**config.mk**
```make
export PLATFORM = sky130hd
export DESIGN_NAME = key_entry_collector
export DESIGN_NICKNAME = d
export VERILOG_FILES = /design/src/rtl/key_entry_collector.sv
export SDC_FILE = /design/constraint.sdc
export NUM_CORES = 1
export LEC_CHECK = 0
export ABC_AREA = 1
export BUFFER_PORTS_ARGS = -buffer_cell sky130_fd_sc_hd__buf_2
export CAP_MARGIN = 15
export CORE_MARGIN = 5
export CORE_UTILIZATION = 40
export DETAILED_ROUTE_END_ITERATION = 12
export HOLD_SLACK_MARGIN = 0.15
export PLACE_DENSITY = 0.6
export SYNTH_ARGS = -nofsm -noshare
export SYNTH_HDL_FRONTEND = slang
export SYNTH_SLANG_ARGS = --single-unit
```
**constraint.sdc**
```tcl
create_clock -name clk -period 1.95 [get_ports clk]
set_input_delay 0.0975 -clock clk [delete_from_list [all_inputs] [get_ports clk]]
set_output_delay 0.0975 -clock clk [all_outputs]
set_load 0.01 [all_outputs]
```
**src/rtl/key_entry_collector.sv**
```systemverilog
// rtl/key_entry_collector.sv - debounced keypad entry collector with valid/ready hand-off
module key_entry_collector #(
  parameter int CODE_W     = 4,
  parameter int MAX_DIGITS = 8,
  parameter int DEBOUNCE   = 4,
  parameter int LEN_W      = 4
) (
  input  logic                         clk,
  input  logic                         rst_n,
  input  logic                         in_valid,
  input  logic [CODE_W-1:0]            in_code,
  input  logic                         entry_ready,
  output logic                         entry_valid,
  output logic [MAX_DIGITS*CODE_W-1:0] entry_data,
  output logic [LEN_W-1:0]             entry_len,
  output logic                         entry_overflow,
  output logic                         key_strobe
);

  localparam int DATA_W = MAX_DIGITS * CODE_W;
  localparam int CNT_W  = $clog2(DEBOUNCE + 1);

  localparam logic [CODE_W-1:0] KEY_LAST_DIGIT = CODE_W'(9);
  localparam logic [CODE_W-1:0] KEY_CLEAR      = CODE_W'(10);
  localparam logic [CODE_W-1:0] KEY_ENTER      = CODE_W'(11);
  localparam logic [CODE_W-1:0] KEY_BACK       = CODE_W'(12);

  localparam logic [CNT_W-1:0] CNT_ONE  = CNT_W'(1);
  localparam logic [CNT_W-1:0] CNT_DONE = CNT_W'(DEBOUNCE);
  localparam logic [LEN_W-1:0] LEN_MAX  = LEN_W'(MAX_DIGITS);
  localparam logic [LEN_W-1:0] LEN_ONE  = LEN_W'(1);

  typedef enum logic [1:0] {IDLE, PRESS, HELD, RELEASE} state_t;

  state_t              state, state_nxt;
  logic [CNT_W-1:0]    cnt, cnt_nxt;
  logic [CNT_W-1:0]    cnt_inc;
  logic [CODE_W-1:0]   cap_code, cap_nxt;
  logic                valid_d;
  logic                accept;

  assign cnt_inc = cnt + CNT_ONE;

  // Delay the encoder's combinational valid so it lines up with its registered code.
  always_ff @(posedge clk or negedge rst_n) begin
    if (!rst_n) valid_d <= 1'b0;
    else        valid_d <= in_valid;
  end

  // Debounce FSM state, sample counter and captured key code.
  always_ff @(posedge clk or negedge rst_n) begin
    if (!rst_n) begin
      state    <= IDLE;
      cnt      <= '0;
      cap_code <= '0;
    end else begin
      state    <= state_nxt;
      cnt      <= cnt_nxt;
      cap_code <= cap_nxt;
    end
  end

  // Next-state logic; accept fires on the edge where the press count reaches DEBOUNCE.
  always_comb begin
    state_nxt = state;
    cnt_nxt   = cnt;
    cap_nxt   = cap_code;
    accept    = 1'b0;
    case (state)
      IDLE: begin
        if (valid_d) begin
          cap_nxt   = in_code;
          cnt_nxt   = CNT_ONE;
          state_nxt = PRESS;
        end
      end
      PRESS: begin
        if (valid_d && (in_code == cap_code)) begin
          cnt_nxt = cnt_inc;
          if (cnt_inc == CNT_DONE) begin
            accept    = 1'b1;
            state_nxt = HELD;
          end
        end else begin
          state_nxt = IDLE;
        end
      end
      HELD: begin
        if (!valid_d) begin
          cnt_nxt   = CNT_ONE;
          state_nxt = RELEASE;
        end
      end
      RELEASE: begin
        if (!valid_d) begin
          cnt_nxt = cnt_inc;
          if (cnt_inc == CNT_DONE) state_nxt = IDLE;
        end else begin
          state_nxt = HELD;
        end
      end
      default: state_nxt = IDLE;
    endcase
  end

  // Entry buffer: the handshake has priority, a pending entry freezes the buffer,
  // otherwise an accepted key applies its action.
  always_ff @(posedge clk or negedge rst_n) begin
    if (!rst_n) begin
      key_strobe     <= 1'b0;
      entry_valid    <= 1'b0;
      entry_data     <= '0;
      entry_len      <= '0;
      entry_overflow <= 1'b0;
    end else begin
      key_strobe <= accept;
      if (entry_valid) begin
        if (entry_ready) begin
          entry_valid    <= 1'b0;
          entry_data     <= '0;
          entry_len      <= '0;
          entry_overflow <= 1'b0;
        end
      end else if (accept) begin
        if (cap_code <= KEY_LAST_DIGIT) begin
          if (entry_len < LEN_MAX) begin
            entry_data <= {entry_data[DATA_W-CODE_W-1:0], cap_code};
            entry_len  <= entry_len + LEN_ONE;
          end else begin
            entry_overflow <= 1'b1;
          end
        end else if (cap_code == KEY_CLEAR) begin
          entry_data     <= '0;
          entry_len      <= '0;
          entry_overflow <= 1'b0;
        end else if (cap_code == KEY_ENTER) begin
          if (entry_len != '0) entry_valid <= 1'b1;
        end else if (cap_code == KEY_BACK) begin
          if (entry_len != '0) begin
            entry_data <= entry_data >> CODE_W;
            entry_len  <= entry_len - LEN_ONE;
          end
        end
      end
    end
  end

endmodule

```
==> flow_results.org, run 1 <==
** Flow run
- Number of maximum-capacitance constraint violations :: 0

** Drt
- After detailed routing, the average wire length per cell comes to 14.41 um.
- The first TritonRoute pass finished after 5 iterations.
- For this block, the initial DRC count from the detailed router was 203.
- In the routed layout, each cell is associated on average with a via count of 5.079.
- For this run, design rule violations remaining after detail routing come to 0.
- Count of nets left with antenna violations after detail routing :: 0
- Across all layers, the routed design uses 2631 vias.
- Wires add up to 7465 um.

** CTS
- Clock latency on the worst-skew pair, taken at its later pin, is 310 ps.
- After clock tree synthesis, the clock-pin slew on the worst setup and hold paths is 90 ps.
- Clock tree synthesis selected as its root buffer the cell sky130_fd_sc_hd__clkbuf_8.
- Number of buffers added by the clock tree synthesis step :: 5
- Number of buffers between clock root and the deepest sink :: 2
- Clock sink total :: 49
- TritonCTS built the clock tree.
- The clock tree synthesis step divided the H-tree into 2 levels.

** Logic synthesis
- After synthesis, the largest family of logic cells by area is simple AND/OR/NAND/NOR gates.
- Summing every instance area after synthesis gives 2785 sq um.
- After synthesis, the share of cell area in mux cells is 0.
- Mapped Nets :: 380
- Fraction of the mapped netlist area in adder cells :: 0.02246
- Top_reg_cell synth :: sky130_fd_sc_hd__dfrtp_1
- Count of synthesis-stage warnings from yosys :: 0
- sky130_fd_sc_hd__dfrtp_1 takes more of the synthesized area than any other cell.
- Synthesized-area fraction occupied by ao, oa, aoi and oai cells :: 0.08715
- In the synthesized netlist the async set-or-reset flop fraction comes to 1.000.
- Area fraction of the dominant cell type after synthesis :: 0.4403
- Gate count of the mapped netlist :: 367
- Yosys mapped a number of flops with a built-in enable equal to 0.
- Sequential cell area fraction in the yosys report :: 0.4403
- Yosys mapped the design onto 28 distinct sky130hd cell types.
- By area the synthesized netlist is led by sky130_fd_sc_hd__dfrtp_1, sky130_fd_sc_hd__nand2_1, sky130_fd_sc_hd__nand4_1.
- Share of the synthesized netlist area taken by xor and xnor gates :: 0.009434
- Mean instance size in the synthesized netlist :: 7.589 sq um
- Seq cells post-synth :: 49
- Simple-gate share of the synthesized area :: 0.3342

** Floorplan
- Initial core utilization :: 0.4099
- Placeable Area :: 6794 sq um
- Boundary pin count :: 47
- Y dimension of the die :: 93.45 um
- The die covers 8732 sq um.
- Die X :: 93.45 um
- Core Rows :: 30

** Global route
- Global routing finished with a remaining overflow of 0.
- Maximum number of pins on one net before global-route repair :: 35
- Across every metal layer, demand over resource in global routing totals 0.1757.
- The number of antenna violations at the first check in global routing came to 0.
- The number of global-route vias before repair is 2473.
- Global-route wire length before repair :: 12210 um

** Outcome
- The run finished with clean final reports.

** Cells and area
- Most common cell after layout, fill and taps aside :: sky130_fd_sc_hd__nand2_1
- Synth-to-layout area growth :: 20.13%
- In the final design database the tool counted 434 nets.
- Share of cells above drive strength 1 :: 0.2156
- The library cells used most frequently in the layout, excluding fill and tap cells, are sky130_fd_sc_hd__nand2_1, sky130_fd_sc_hd__dfrtp_1, sky130_fd_sc_hd__buf_2.
- Antenna diode count :: 0
- Post-Layout Cell Count :: 518

** STA
- At the pin with the least slew margin, the transition time is 763.5 ps.
- The max-slew violation count is 0.
- Setup repair after global routing could not meet its margin everywhere.
- Layout Skew :: 15.17 ps
- The worst path in the final design needs a cycle of 1809 ps, including I/O delays and setup.
- Total setup violations reported at the end of the flow :: 0
- Final Hold Vio Count :: 0
- Final worst path period share :: 0.9278
- Headroom to the max-slew limit came out at 0.4910.
- Timing would allow up to 552.7 MHz.
- Setup_tns :: 0 ps

** Placement
- Input and output buffers added on the ports amount to 46.
- Routability-driven placement finished with a final weighted congestion of 0.8197.
- Estimated wirelength of the detail-placed design :: 5184 um
- After detailed placement, the design holds a cell count of 502.

** Worst setup path
- STA puts the critical path data arrival time at 2000 ps.
- Along the worst path, the maximum fanout reaches 34.
- Kind of start point of the critical path :: flop
- Worst setup EP type :: flop
- Worst Path Required :: 2140 ps
- Type of the worst setup path :: flop to flop

** Power
- Fraction of power consumed by sequential logic :: 0.393
- NetSw :: 1.368 mW
- Relative contribution of the clock network to total power :: 0.205
- Fraction of power consumed by combinational cells :: 0.402
- Power spread over the standard cell area amounts to 943.2 nW/um^2.
- The analysis attributes to cell leakage a power of 1.792 nW.
- Power consumption :: 3.156 mW
- Of the total power, the share spent switching nets is 0.4335.
- Internal power :: 1.788 mW
- Largest voltage drop on the vdd net :: 0.3716 mV

** Worst hold path
- Class of the tightest hold or removal check :: primary input to flop
[metrics by stage]
stage               hold WS [ps]    util  cell area [sq um]  worst slack (ps)
global placement           206.1  0.4628               3144             88.67
CTS                        334.4  0.4858               3301             66.57
floorplan                 -198.1       -               2785             243.1
finish                     343.9  0.4924               3346             140.9
detailed placement         207.7  0.4628               3144             92.39
global route               359.5  0.4924               3346           -0.1954
[routing by layer]
metal | vias to the layer above | GRT usage | wire length (um)
li1 | 1309 | - | -
met1 | 1230 | 0.2410 | 3339
met2 | 78 | 0.2829 | 3667
met3 | 14 | 0.02253 | 307
met4 | 0 | 0.06471 | 151
met5 | - | 0 | 0
[Yosys cell counts (2+ instances only)]
library cell,number
sky130_fd_sc_hd__nand2_1,116
sky130_fd_sc_hd__dfrtp_1,49
sky130_fd_sc_hd__inv_1,44
sky130_fd_sc_hd__nand4_1,39
sky130_fd_sc_hd__o21ai_0,19
sky130_fd_sc_hd__o22ai_1,18
sky130_fd_sc_hd__nor2_1,17
sky130_fd_sc_hd__nand3_1,12
sky130_fd_sc_hd__buf_2,9
sky130_fd_sc_hd__clkbuf_1,8
sky130_fd_sc_hd__ha_1,5
sky130_fd_sc_hd__a21oi_1,4
sky130_fd_sc_hd__buf_4,4
sky130_fd_sc_hd__inv_2,4
sky130_fd_sc_hd__nor2_2,4
sky130_fd_sc_hd__o31ai_1,2
sky130_fd_sc_hd__xnor2_1,2
[path summary, 6_finish.rpt]
path | from | end | cells past startpoint | slack, ps
setup / recovery | entry_len[0]$_DFFE_PN0P_ | entry_data[26]$_DFFE_PN0P_ | 11 | 140
max in group asynchronous | rst_n | entry_data[10]$_DFFE_PN0P_ | 3 | 930
hold / removal | entry_ready | entry_valid$_DFF_PN0_ | 3 | 340
hold reg to reg | entry_overflow$_DFFE_PN0P_ | entry_overflow$_DFFE_PN0P_ | 2 | 480
min in group asynchronous | rst_n | entry_data[27]$_DFFE_PN0P_ | 2 | 390
setup reg to reg | entry_len[0]$_DFFE_PN0P_ | entry_data[26]$_DFFE_PN0P_ | 11 | 140
[cell families after synthesis]
logic type,after synthesis
AOI/OAI and AO/OA,43
xor gates and xnor gates,3
adders and majority gates,5
buffers and inverters,70
DFF,49
and+or+nand+nor,197
[area by class of cell]
type                            instances  area, sq um
Clock buffer                            6        82.58
Clock inverter                          2        13.76
Fill cell                             691         3448
Inverter                               48        183.9
Multi-Input combinational cell        249         1286
Sequential cell                        49         1229
Tap cell                               96        120.1
Timing Repair Buffer                   68        430.4
[flip-flops by register name, summed over array words and instances (netlist names)]
| name | flops |
|---|---|
| state | 2 |
| entry_len | 4 |
| valid_d | 1 |
| cnt | 3 |
| entry_overflow | 1 |
| entry_valid | 1 |
| key_strobe | 1 |
| cap_code | 4 |
| entry_data | 32 |
[critical path: stages (launching register included)]
cell                      delay (ps)
sky130_fd_sc_hd__dfrtp_1         360
sky130_fd_sc_hd__inv_1            90
sky130_fd_sc_hd__ha_1            200
sky130_fd_sc_hd__nand2_1          60
sky130_fd_sc_hd__nor2_1           50
sky130_fd_sc_hd__nor2_1          180
sky130_fd_sc_hd__nor2_4          100
sky130_fd_sc_hd__nor2_8          230
sky130_fd_sc_hd__nand3_4         120
sky130_fd_sc_hd__buf_12          190
sky130_fd_sc_hd__nand2_1          70
sky130_fd_sc_hd__nand2_1          50
[timing repair]
action,in CTS,in global routing
resized for setup,0,8
endpoints found under the setup margin,0,36
setup buffers,0,1
hold buffers,6,0
endpoints found under the hold margin,36,0
[power by group through the flow]
stage,sequential [mW],combinational [mW],clock [mW]
2_1_floorplan,1.22,0.914,0
3_3_place_gp,1.25,1.15,0
3_5_place_dp,1.26,1.16,0
4_1_cts,1.24,1.17,0.660
5_1_grt,1.26,1.41,0.690
6_report,1.24,1.27,0.647
Power figures use the tool's default switching activity.
==> run 2, diff against run 1 <==
--- a/config.mk
+++ b/config.mk
@@ -8,7 +8,8 @@
 export ABC_AREA = 1
 export BUFFER_PORTS_ARGS = -buffer_cell sky130_fd_sc_hd__buf_2
 export CAP_MARGIN = 15
-export CORE_MARGIN = 5
+export CORE_ASPECT_RATIO = 1.2
+export CORE_MARGIN = 10
 export CORE_UTILIZATION = 40
 export DETAILED_ROUTE_END_ITERATION = 12
 export HOLD_SLACK_MARGIN = 0.15
==> run 2 against run 1 <==
Compared with the run above: non-clock buffer count is 1 lower; critical path depth is 1 lower; sequential cell count unchanged; clock power is 19% higher; critical path type unchanged; via count increased by 0.38%; count of clock-buffer cells in the layout up 1; cell area down 0.79%; register-to-register slack improved by 60 ps; largest power group is now sequential cells; combinational power shrank 5%; sequential power about the same; sequential share of layout area rose by 0.22 points; hold slack got worse by 24 ps; largest cell class unchanged.
==> flow_results.org, run 2 (synthesized netlist as in run 1, its figures left out) <==
** Outcome
- Result of the run :: completed

** CTS
- The number of buffers added for setup after CTS came to 0 (unchanged).
- Clock root cell :: sky130_fd_sc_hd__clkbuf_8
- Clock sink total :: 49 (unchanged)
- Clock latency of the later-clocked register in the worst-skew pair :: 300 ps (about the same)
- The worst-case clock buffer depth was 2 (unchanged).
- The CTS H-tree depth is 2 (unchanged).
- Clock tree from TritonCTS :: done
- Worst-path clk slew :: 90 ps (about the same)
- Number of buffers added by the clock tree synthesis step :: 5 (unchanged)

** Cells and area
- The number of nets in the layout came to 432 (-0.46%).
- Post-Layout Cell Count :: 507 (-2.1%)
- Synth-to-layout area growth :: 19.18%
- Most frequent cells in the layout :: sky130_fd_sc_hd__nand2_1, sky130_fd_sc_hd__dfrtp_1, sky130_fd_sc_hd__buf_2
- The fraction of layout cells with a size suffix above 1 is 0.2024 (-0.01326).
- Fill cell count :: 707 (+2.3%)
- Leaving out fill and tap cells, the most frequent cell in the layout is sky130_fd_sc_hd__nand2_1.
- The sequential cell area came to 1226 sq um (-0.20%).
- The area used by multi-input combinational logic is 1265 sq um (-1.7%).
- Largest registers in the final layout :: entry_data x32, cap_code x4, entry_len x4
- entry_data holds more flip-flops than any other register.
- The antenna diode instance count is 0 (unchanged).
- Max reg flops :: 32 (unchanged)

** Drt
- The total detailed-routing wirelength came to 7631 um (+2.2%).
- The number of nets with antenna violations after routing was 0 (unchanged).
- Pre-Repair DR Iteration Count :: 4 (-1)
- The per-cell routed wire length was 15.05 um (+4.4%).
- Count of vias placed by the detailed router :: 2641 (+0.38%)
- Vias per cell :: 5.209 (+2.6%)
- The number of DRC violations after detailed routing was 0 (unchanged).
- The violation count after the first detailed-route iteration came to 167 (-18%).

** Worst setup path
- The reg-to-reg setup timing slack was 200 ps (+60 ps).
- Category of cells accounting for the largest share of critical-path delay :: simple AND/OR/NAND/NOR gates
- The worst register-to-register path ends at entry_len[3]$_DFFE_PN0P_.
- Worst setup EP type :: flop
- The signal on the critical path passes through nor2_2 > inv_2 > nand2_1 > nand2_1 > buf_4 > inv_1 > nand2_1 > o21ai_0 > nand4_1 > nand2_1.
- Biggest fanout along the worst timing path :: 29 (-15%)
- The critical path in this run is classified as flop to flop.
- Sum of buffers and inverters on the critical path :: 3 (+1)
- The required time of the critical path is 2190 ps (+50 ps).
- Counting stages on the worst path, the most repeated cell is sky130_fd_sc_hd__nand2_1.
- The arrival time of data at the critical path endpoint is 1990 ps (about the same).
- Kind of start point of the critical path :: flop
- The worst register-to-register path begins at cap_code[2]$_DFFE_PN0P_.
- The number of cells traversed by the worst register-to-register path is 10 (-1).
- The largest stage delay on the critical path was 460 ps (+100 ps).
- The critical path starts at cap_code[2]$_DFFE_PN0P_.
- The largest individual stage delay along the critical path comes from the cell sky130_fd_sc_hd__dfrtp_1.

** Placement
- The number of instances in the placed design was 493 (-1.8%).
- I/O Buffers :: 46 (unchanged)
- The weighted congestion at the end of routability-driven global placement was 0.8347 (+1.8%).
- The placed wire-length estimate after detailed placement is 5601 um (+8.1%).

** STA
- Layout Skew :: 10.38 ps (-4.794 ps)
- Setup_tns :: 0 ps (unchanged)
- Worst Tran Pin Value :: 641.6 ps (-122.0 ps)
- The maximum clock frequency is 571.4 MHz (+3.4%).
- Final Hold Vio Count :: 0 (unchanged)
- Final Max Slew Viols :: 0 (unchanged)
- Total setup violations reported at the end of the flow :: 0 (unchanged)
- Setup repair after global routing left no endpoint under its margin.
- Worst-case headroom to the max-slew limit :: 0.5723 (+0.08132)
- Final worst path period share :: 0.8974 (-0.03035)
- The final critical path time including I/O delays and setup is 1750 ps (-59.19 ps).

** Power
- Power Density :: 964.4 nW/um^2 (+2.3%)
- Standby leakage power :: 1.796 nW (+0.18%)
- Largest voltage drop on the vdd net :: 0.6359 mV (+71%)

** Worst hold path
- Class of the tightest hold or removal check :: primary input to flop
- The number of cells traversed by the worst hold path was 5 (+2).
- In this run the most critical hold path is launched from entry_ready.
- Worst-case hold path end point :: entry_len[2]$_DFFE_PN0P_

** Floorplan
- The vertical die dimension is 111.4 um (+19%).
- Die X :: 96.18 um (+2.9%)
- The initial cell density of the core came to 0.4088 (-0.001129).
- The floorplan row count was 33 (+10%).
- Placeable Area :: 6813 sq um (+0.28%)
- Boundary pin count :: 47 (unchanged)
- The die area came to 10710 sq um (+23%).

** Global route
- GR Overflow Total :: 0 (unchanged)
- Global-route wire length before repair :: 13060 um (+6.9%)
- The largest net degree at the start of global routing is 50 (+43%).
- Antenna violations before repair :: 0 (unchanged)
- Total routing resource utilization after global routing :: 0.1469 (-0.02877)
- Number of global-route vias before repair :: 2716 (+9.8%)

** Flow run
- The number of max-capacitance violations reported was 0 (unchanged).
## run 2: timing repair
item	4_1_cts	5_1_grt
endpoints found under the hold margin	54	0
hold buffers	6	0
resized for setup	0	3
endpoints found under the setup margin	0	24
## run 2: metal layers
layer	vias to the layer above	GRT usage	share of wire
li1	1306	-	-
met1	1243	0.1832	0.43
met2	75	0.2391	0.49
met3	17	0.03495	0.058
met4	0	0.05025	0.026
met5	-	0	0
## run 2: worst max-delay path by stage
stage                     depth (start not counted)                         end
after floorplan                                  11    entry_len[0]$_DFFE_PN0P_
after global placement                           10  entry_overflow$_DFFE_PN0P_
after detailed placement                         10  entry_overflow$_DFFE_PN0P_
after CTS                                        10  entry_overflow$_DFFE_PN0P_
after global routing                             10  entry_data[21]$_DFFE_PN0P_
final                                            10    entry_len[3]$_DFFE_PN0P_
## run 2: layout make-up
type / count / area share
Multi-Input combinational cell: 248 / 0.3811
Clock buffer: 7 / 0.02601
Sequential cell: 49 / 0.3694
Inverter: 48 / 0.05428
Tap cell: 87 / 0.03279
Clock inverter: 1 / 0.009046
Timing Repair Buffer: 67 / 0.1274
## run 2: where the power goes
group | switching, mW | total [mW] | internal (mW)
clock | 0.349 | 0.768 | 0.419
combinational | 0.844 | 1.21 | 0.362
sequential | 0.114 | 1.23 | 1.11
## run 2: metrics by stage
stage | util | power (mW) | cell area (sq um) | hold slack, ps | worst slack (ps)
final | 0.4872 | 3.201 | 3319 | 320.3 | 200.1
after global routing | 0.4872 | 3.436 | 3319 | 345.6 | 32.53
after CTS | 0.4858 | 3.220 | 3309 | 314.8 | 89.34
after detailed placement | 0.4599 | 2.435 | 3133 | 212.6 | 115.2
after global placement | 0.4599 | 2.402 | 3133 | 208.4 | 183.3
after floorplan | - | 2.132 | 2785 | -198.1 | 243.1
## run 2: tightest hold or removal path: stages
cell	delay, ps
sky130_fd_sc_hd__buf_2	70
sky130_fd_sc_hd__or2_2	150
sky130_fd_sc_hd__nand3_4	140
sky130_fd_sc_hd__nand2_1	90
sky130_fd_sc_hd__nand2_1	50
